[config.mk]
export PLATFORM = sky130hd
export DESIGN_NAME = exp_result_collector
export DESIGN_NICKNAME = d
export VERILOG_FILES = /design/src/rtl/exp_result_collector.sv
export SDC_FILE = /design/constraint.sdc
export NUM_CORES = 1
export LEC_CHECK = 0
export BUFFER_PORTS_ARGS = -buffer_cell sky130_fd_sc_hd__buf_2
export CAP_MARGIN = 40
export CORE_AREA = 2 2 214 216
export CTS_CLUSTER_DIAMETER = 40
export CTS_CLUSTER_SIZE = 20
export DETAILED_ROUTE_END_ITERATION = 16
export DIE_AREA = 0 0 216 218
export HOLD_SLACK_MARGIN = 0.15
export PLACE_DENSITY = 0.54
export SETUP_SLACK_MARGIN = 0.1
export SKIP_LAST_GASP = 1
export SLEW_MARGIN = 20
export SYNTH_ARGS = -nofsm -noshare
export SYNTH_HDL_FRONTEND = slang
export SYNTH_SLANG_ARGS = --single-unit
[constraint.sdc]
create_clock -name clock_i -period 11.9 [get_ports clock_i]
set_input_delay 0.595 -clock clock_i [delete_from_list [all_inputs] [get_ports clock_i]]
set_output_delay 0.595 -clock clock_i [all_outputs]
set_load 0.05 [all_outputs]
[src/rtl/exp_result_collector.sv]
`default_nettype none
// ============================================================================
// Module   : exp_result_collector
// Purpose  : Buffers one vector of exp results and replays it on demand over
//            a valid/ready handshake; flags dropped input words.
// Revision : 1.0 - initial release
// ============================================================================
module exp_result_collector #(
    parameter int DATA_SIZE      = 32,
    parameter int NUMBER_OF_DATA = 10
) (
    input  logic                 clock_i,
    input  logic                 reset_i,
    input  logic [DATA_SIZE-1:0] exp_data_i,
    input  logic                 exp_data_valid_i,
    input  logic                 exp_done_i,
    input  logic                 replay_start_i,
    input  logic                 out_ready_i,
    output logic [DATA_SIZE-1:0] out_data_o,
    output logic                 out_data_valid_o,
    output logic                 out_last_o,
    output logic [7:0]           out_index_o,
    output logic [7:0]           collect_count_o,
    output logic                 collect_full_o,
    output logic                 overflow_o,
    output logic                 replay_done_o,
    output logic                 busy_o
);

    localparam int       c_aw    = (NUMBER_OF_DATA > 1) ? $clog2(NUMBER_OF_DATA) : 1;
    localparam logic [7:0] c_count = 8'(NUMBER_OF_DATA);
    localparam logic [7:0] c_last  = 8'(NUMBER_OF_DATA - 1);

    typedef enum logic [1:0] {
        COLLECT = 2'd0,
        READY   = 2'd1,
        REPLAY  = 2'd2,
        DONE    = 2'd3
    } state_t;

    state_t               r_state;
    state_t               w_next_state;
    logic [DATA_SIZE-1:0] r_buffer [NUMBER_OF_DATA];
    logic [7:0]           r_wr_count;
    logic [7:0]           r_rd_idx;
    logic [DATA_SIZE-1:0] r_out_data;
    logic                 r_overflow;

    logic                 w_store;
    logic                 w_drop;
    logic                 w_start;
    logic                 w_accept;
    logic                 w_busy;
    logic [7:0]           w_next_idx;

    // The buffer is only written while collecting, so any word arriving
    // later (or beyond the vector length) is discarded and flagged.
    assign w_store    = (r_state == COLLECT) && exp_data_valid_i && (r_wr_count < c_count);
    assign w_drop     = exp_data_valid_i && !w_store;
    assign w_start    = ((r_state == READY) || (r_state == DONE)) && replay_start_i;
    assign w_busy     = (r_state == REPLAY);
    assign w_accept   = w_busy && out_ready_i;
    assign w_next_idx = r_rd_idx + 8'd1;

    always_ff @(posedge clock_i or posedge reset_i) begin
        if (reset_i) begin
            r_state <= COLLECT;
        end else begin
            r_state <= w_next_state;
        end
    end

    always_comb begin
        w_next_state = r_state;
        case (r_state)
            COLLECT: begin
                if ((r_wr_count == c_count) && exp_done_i) begin
                    w_next_state = READY;
                end
            end
            READY, DONE: begin
                if (replay_start_i) begin
                    w_next_state = REPLAY;
                end
            end
            REPLAY: begin
                if (out_ready_i && (r_rd_idx == c_last)) begin
                    w_next_state = DONE;
                end
            end
            default: w_next_state = COLLECT;
        endcase
    end

    always_ff @(posedge clock_i or posedge reset_i) begin
        if (reset_i) begin
            for (int i = 0; i < NUMBER_OF_DATA; i++) begin
                r_buffer[i] <= '0;
            end
            r_wr_count <= '0;
            r_rd_idx   <= '0;
            r_out_data <= '0;
            r_overflow <= 1'b0;
        end else begin
            if (w_store) begin
                r_buffer[r_wr_count[c_aw-1:0]] <= exp_data_i;
                r_wr_count                     <= r_wr_count + 8'd1;
            end
            if (w_drop) begin
                r_overflow <= 1'b1;
            end
            // Prefetch the next word on acceptance so beats stream without bubbles.
            if (w_start) begin
                r_rd_idx   <= '0;
                r_out_data <= r_buffer[0];
            end else if (w_accept && (r_rd_idx != c_last)) begin
                r_rd_idx   <= w_next_idx;
                r_out_data <= r_buffer[w_next_idx[c_aw-1:0]];
            end
        end
    end

    assign out_data_o       = w_busy ? r_out_data : '0;
    assign out_data_valid_o = w_busy;
    assign out_index_o      = w_busy ? r_rd_idx : 8'd0;
    assign out_last_o       = w_busy && (r_rd_idx == c_last);
    assign collect_count_o  = r_wr_count;
    assign collect_full_o   = (r_state != COLLECT);
    assign overflow_o       = r_overflow;
    assign replay_done_o    = (r_state == DONE);
    assign busy_o           = w_busy;

endmodule
`default_nettype wire

==> flow_metrics.py <==
metrics = {
    "status": {
        "status": "finished, final reports clean",
    },
    "timing": {
        "setup_viol": 0,
        "fin_skew_ns": 0.02453,
        "fin_crit_ns": 3.387,
        "rsz0062_at_grt": "false",
        "tns_ns": 0,
        "maxSlewHeadroom_pct": 45.90,
        "worst_pin_slew_ns": 0.8115,
        "fin_crit_sh_pct": 28.46,
        "fin_ws_ns": 8.513,
        "max_freq_mhz": 295.3,
        "finalHoldViolCount": 0,
        "drv_slew": 0,
    },
    "setup_path": {
        "cp_max_fo": 52,
        "criticalPathCategory": "reg2reg",
        "timing.critical_path.buf_inv": 2,
        "cpMaxStageDelayCell": "ha_4",
        "crit_path_end_kind": "register",
        "max_stage_delay_ns": 0.76,
        "worstPathRequired_ns": 12.35,
        "worstPathCellList": "inv_1 -> ha_4 -> buf_4 -> mux4_2 -> a221oi_1 -> a21oi_1",
        "arrival_ns": 3.84,
        "start_kind": "register",
        "crit_family": "buffers and inverters",
    },
    "logic_synthesis": {
        "ys_ff_latch": 371,
        "synth_fa_ha_area_share_pct": 0.4238,
        "yosysSeqAreaShare_pct": 52.41,
        "synth_area_leaders": "dfrtp_1 (52%), mux2_2 (14%), mux4_2 (8.1%)",
        "ys_types": 48,
        "synth_top_cell_area_share_pct": 52.41,
        "synth_edf_count": 0,
        "synth_compound_area_share_pct": 5.969,
        "syn_inst": 1206,
        "synth-xor-area-share_pct": 0.3461,
        "synth.area.mux_share_pct": 32.54,
        "synth-simple-area-share_pct": 4.457,
        "async_reset_ff_share_pct": 100.0,
        "synth_top_area_cell": "dfrtp_1",
        "synth_top_family_by_area": "multiplexers",
        "avgSynthCellArea_um2": 14.69,
        "synth_area_um2": 17710,
        "synth_warnings": 0,
        "synth_top_flop_cell": "dfrtp_1",
        "synth_nets": 1250,
    },
    "global_routing": {
        "grt_usage_pct": 18.86,
        "grt_max_degree": 99,
        "grt_pass1_wl_mm": 68.68,
        "first_global_vias": 11060,
        "grt_antenna_before_repair": 3,
        "grt_overflow": 0,
    },
    "clock_network": {
        "clock_latency_ns": 0.57,
        "cts_setup_buffers": 0,
        "cts_hold_buf": 0,
        "clk_pin_slew_ns": 0.07,
        "root_buffer": "clkbuf_16",
        "cts_num_sinks": 371,
        "h-tree-depth": 2,
        "cts_buffer_depth": 3,
        "cts_tree": "done",
        "cts_resized": 0,
        "cts_buffers": 49,
    },
    "floorplan": {
        "die_area_um2": 47090,
        "die_x_um": 216,
        "die_h_um": 218,
        "initial_core_util_pct": 39.46,
        "core_um2": 44890,
        "num_rows": 78,
        "ioPinCount": 92,
    },
    "placement": {
        "portBuffers": 91,
        "dpl.hpwl_mm": 24.30,
        "dp_worst_setup_slack_ns": 8.490,
        "gp_congestion": 0.7025,
        "dp.cells": 1794,
    },
    "pwr": {
        "p_leak_nw": 9.168,
        "p_per_area_nw_per_um2": 299.5,
        "power_mw": 6.073,
        "irDropWorstVdd_v": 0.0001424,
    },
    "drt": {
        "remaining_drc_errors": 0,
        "dr.pass1.iters": 4,
        "drt_iter0_drc": 594,
        "wl_per_cell_um": 22.94,
        "drtAntennaViolNets": 0,
        "num_vias": 10300,
        "totalWireLength_mm": 43.29,
        "vias_per_cell": 5.461,
    },
    "final_layout": {
        "area.growth.synth_to_final_pct": 14.48,
        "final_cell_mix": "dfrtp_1 (370), mux2_2 (220), buf_2 (91)",
        "stdcell_count": 1887,
        "fin_util_pct": 45.17,
        "num-nets-final": 1290,
        "layout_commonest_cell": "dfrtp_1",
        "drive_above_1_share_pct": 47.12,
    },
    "run": {
        "maxCapViolCount": 0,
    },
    "worst_hold_path": {
        "hold_path.class": "in2async",
    },
}
==> sequential cells by signal, indices dropped and copies added, names as in the netlist <==
register	count
r_state	2
r_out_data	32
overflow_o	1
collect_count_o	8
r_rd_idx	8
r_buffer	320
==> path summary, 6_finish.rpt <==
kind	to	cells past startpoint	slack, ns	from
worst max-delay path	r_out_data[30]	6	8.51	r_rd_idx[1]
worst min register to register	collect_count_o[6]	0	0.40	collect_count_o[6]
max in group asynchronous	r_buffer[110]	6	9.84	reset_i
worst max register to register	r_out_data[30]	6	8.51	r_rd_idx[1]
min in group clock_i	overflow_o	2	0.29	exp_data_valid_i
worst min-delay path	r_rd_idx[5]	2	0.14	reset_i
==> cells in the mapped netlist, types with 2 or more instances <==
library cell	instances
nor2b_1	4
o2bb2ai_1	32
buf_4	9
nand4_4	2
xor2_1	2
mux2_4	90
a221oi_1	32
inv_1	5
nor4_1	3
nand2_1	5
o211ai_1	32
nor3_1	3
mux2_2	220
nand3_4	3
nand3_1	7
and2_1	45
a21oi_1	32
dfrtp_1	371
buf_6	16
buf_2	16
mux2_1	43
buf_1	41
nor2_1	41
nand3b_1	2
mux4_2	64
o21ai_0	4
and3_1	4
clkbuf_1	47
xnor2_1	5
a31o_2	3
ha_1	6
==> worst reg2reg max path: stages (launching register included) <==
cell and delay [ns]:
dfrtp_1 0.54, inv_1 0.15, ha_4 0.76, buf_4 0.83
mux4_2 0.60, a221oi_1 0.30, a21oi_1 0.11
==> power by group <==
group | internal [mW] | switching [mW] | total, mW
clock | 0.837 | 0.617 | 1.45
sequential | 1.80 | 0.326 | 2.13
combinational | 1.15 | 1.34 | 2.49
total | 3.79 | 2.28 | 6.07
==> through the flow <==
step | area (µm²) | hold slack (ns)
after CTS | 20260 | 0.1710
after detailed placement | 18640 | 0.3977
after floorplan | 17710 | 0.4524
final | 20280 | 0.1435
after global placement | 18450 | 0.3937
after global routing | 20280 | 0.2079
==> routing by layer <==
layer  vias up  track usage [%]  part of all wire, %
met5         -                0                0.062
met2       185            30.68                   48
li1       4556                -                    -
met4         4            5.183                  1.9
met1      5497            26.27                   47
met3        62            3.040                  3.7
==> logic make-up after synthesis <==
group,Yosys count
multiplexers,418
buffers and inverters,135
AND/OR/NAND/NOR,128
adder cells (fa/ha/maj),6
XOR/XNOR,7
flip-flops,371
AO/OA/AOI/OAI,141
==> area by class of cell <==
type                       count  area [µm²]
inverter                       5       26.28
sequential                   371        9288
multi-input combinational    700        7796
fill                        4013       24610
antenna                        1       2.502
tap                          600       750.7
clock buffer                  54        1265
timing repair buffer         119       797.0
clock inverter                37       352.8
(Power assumes the default switching activity.)
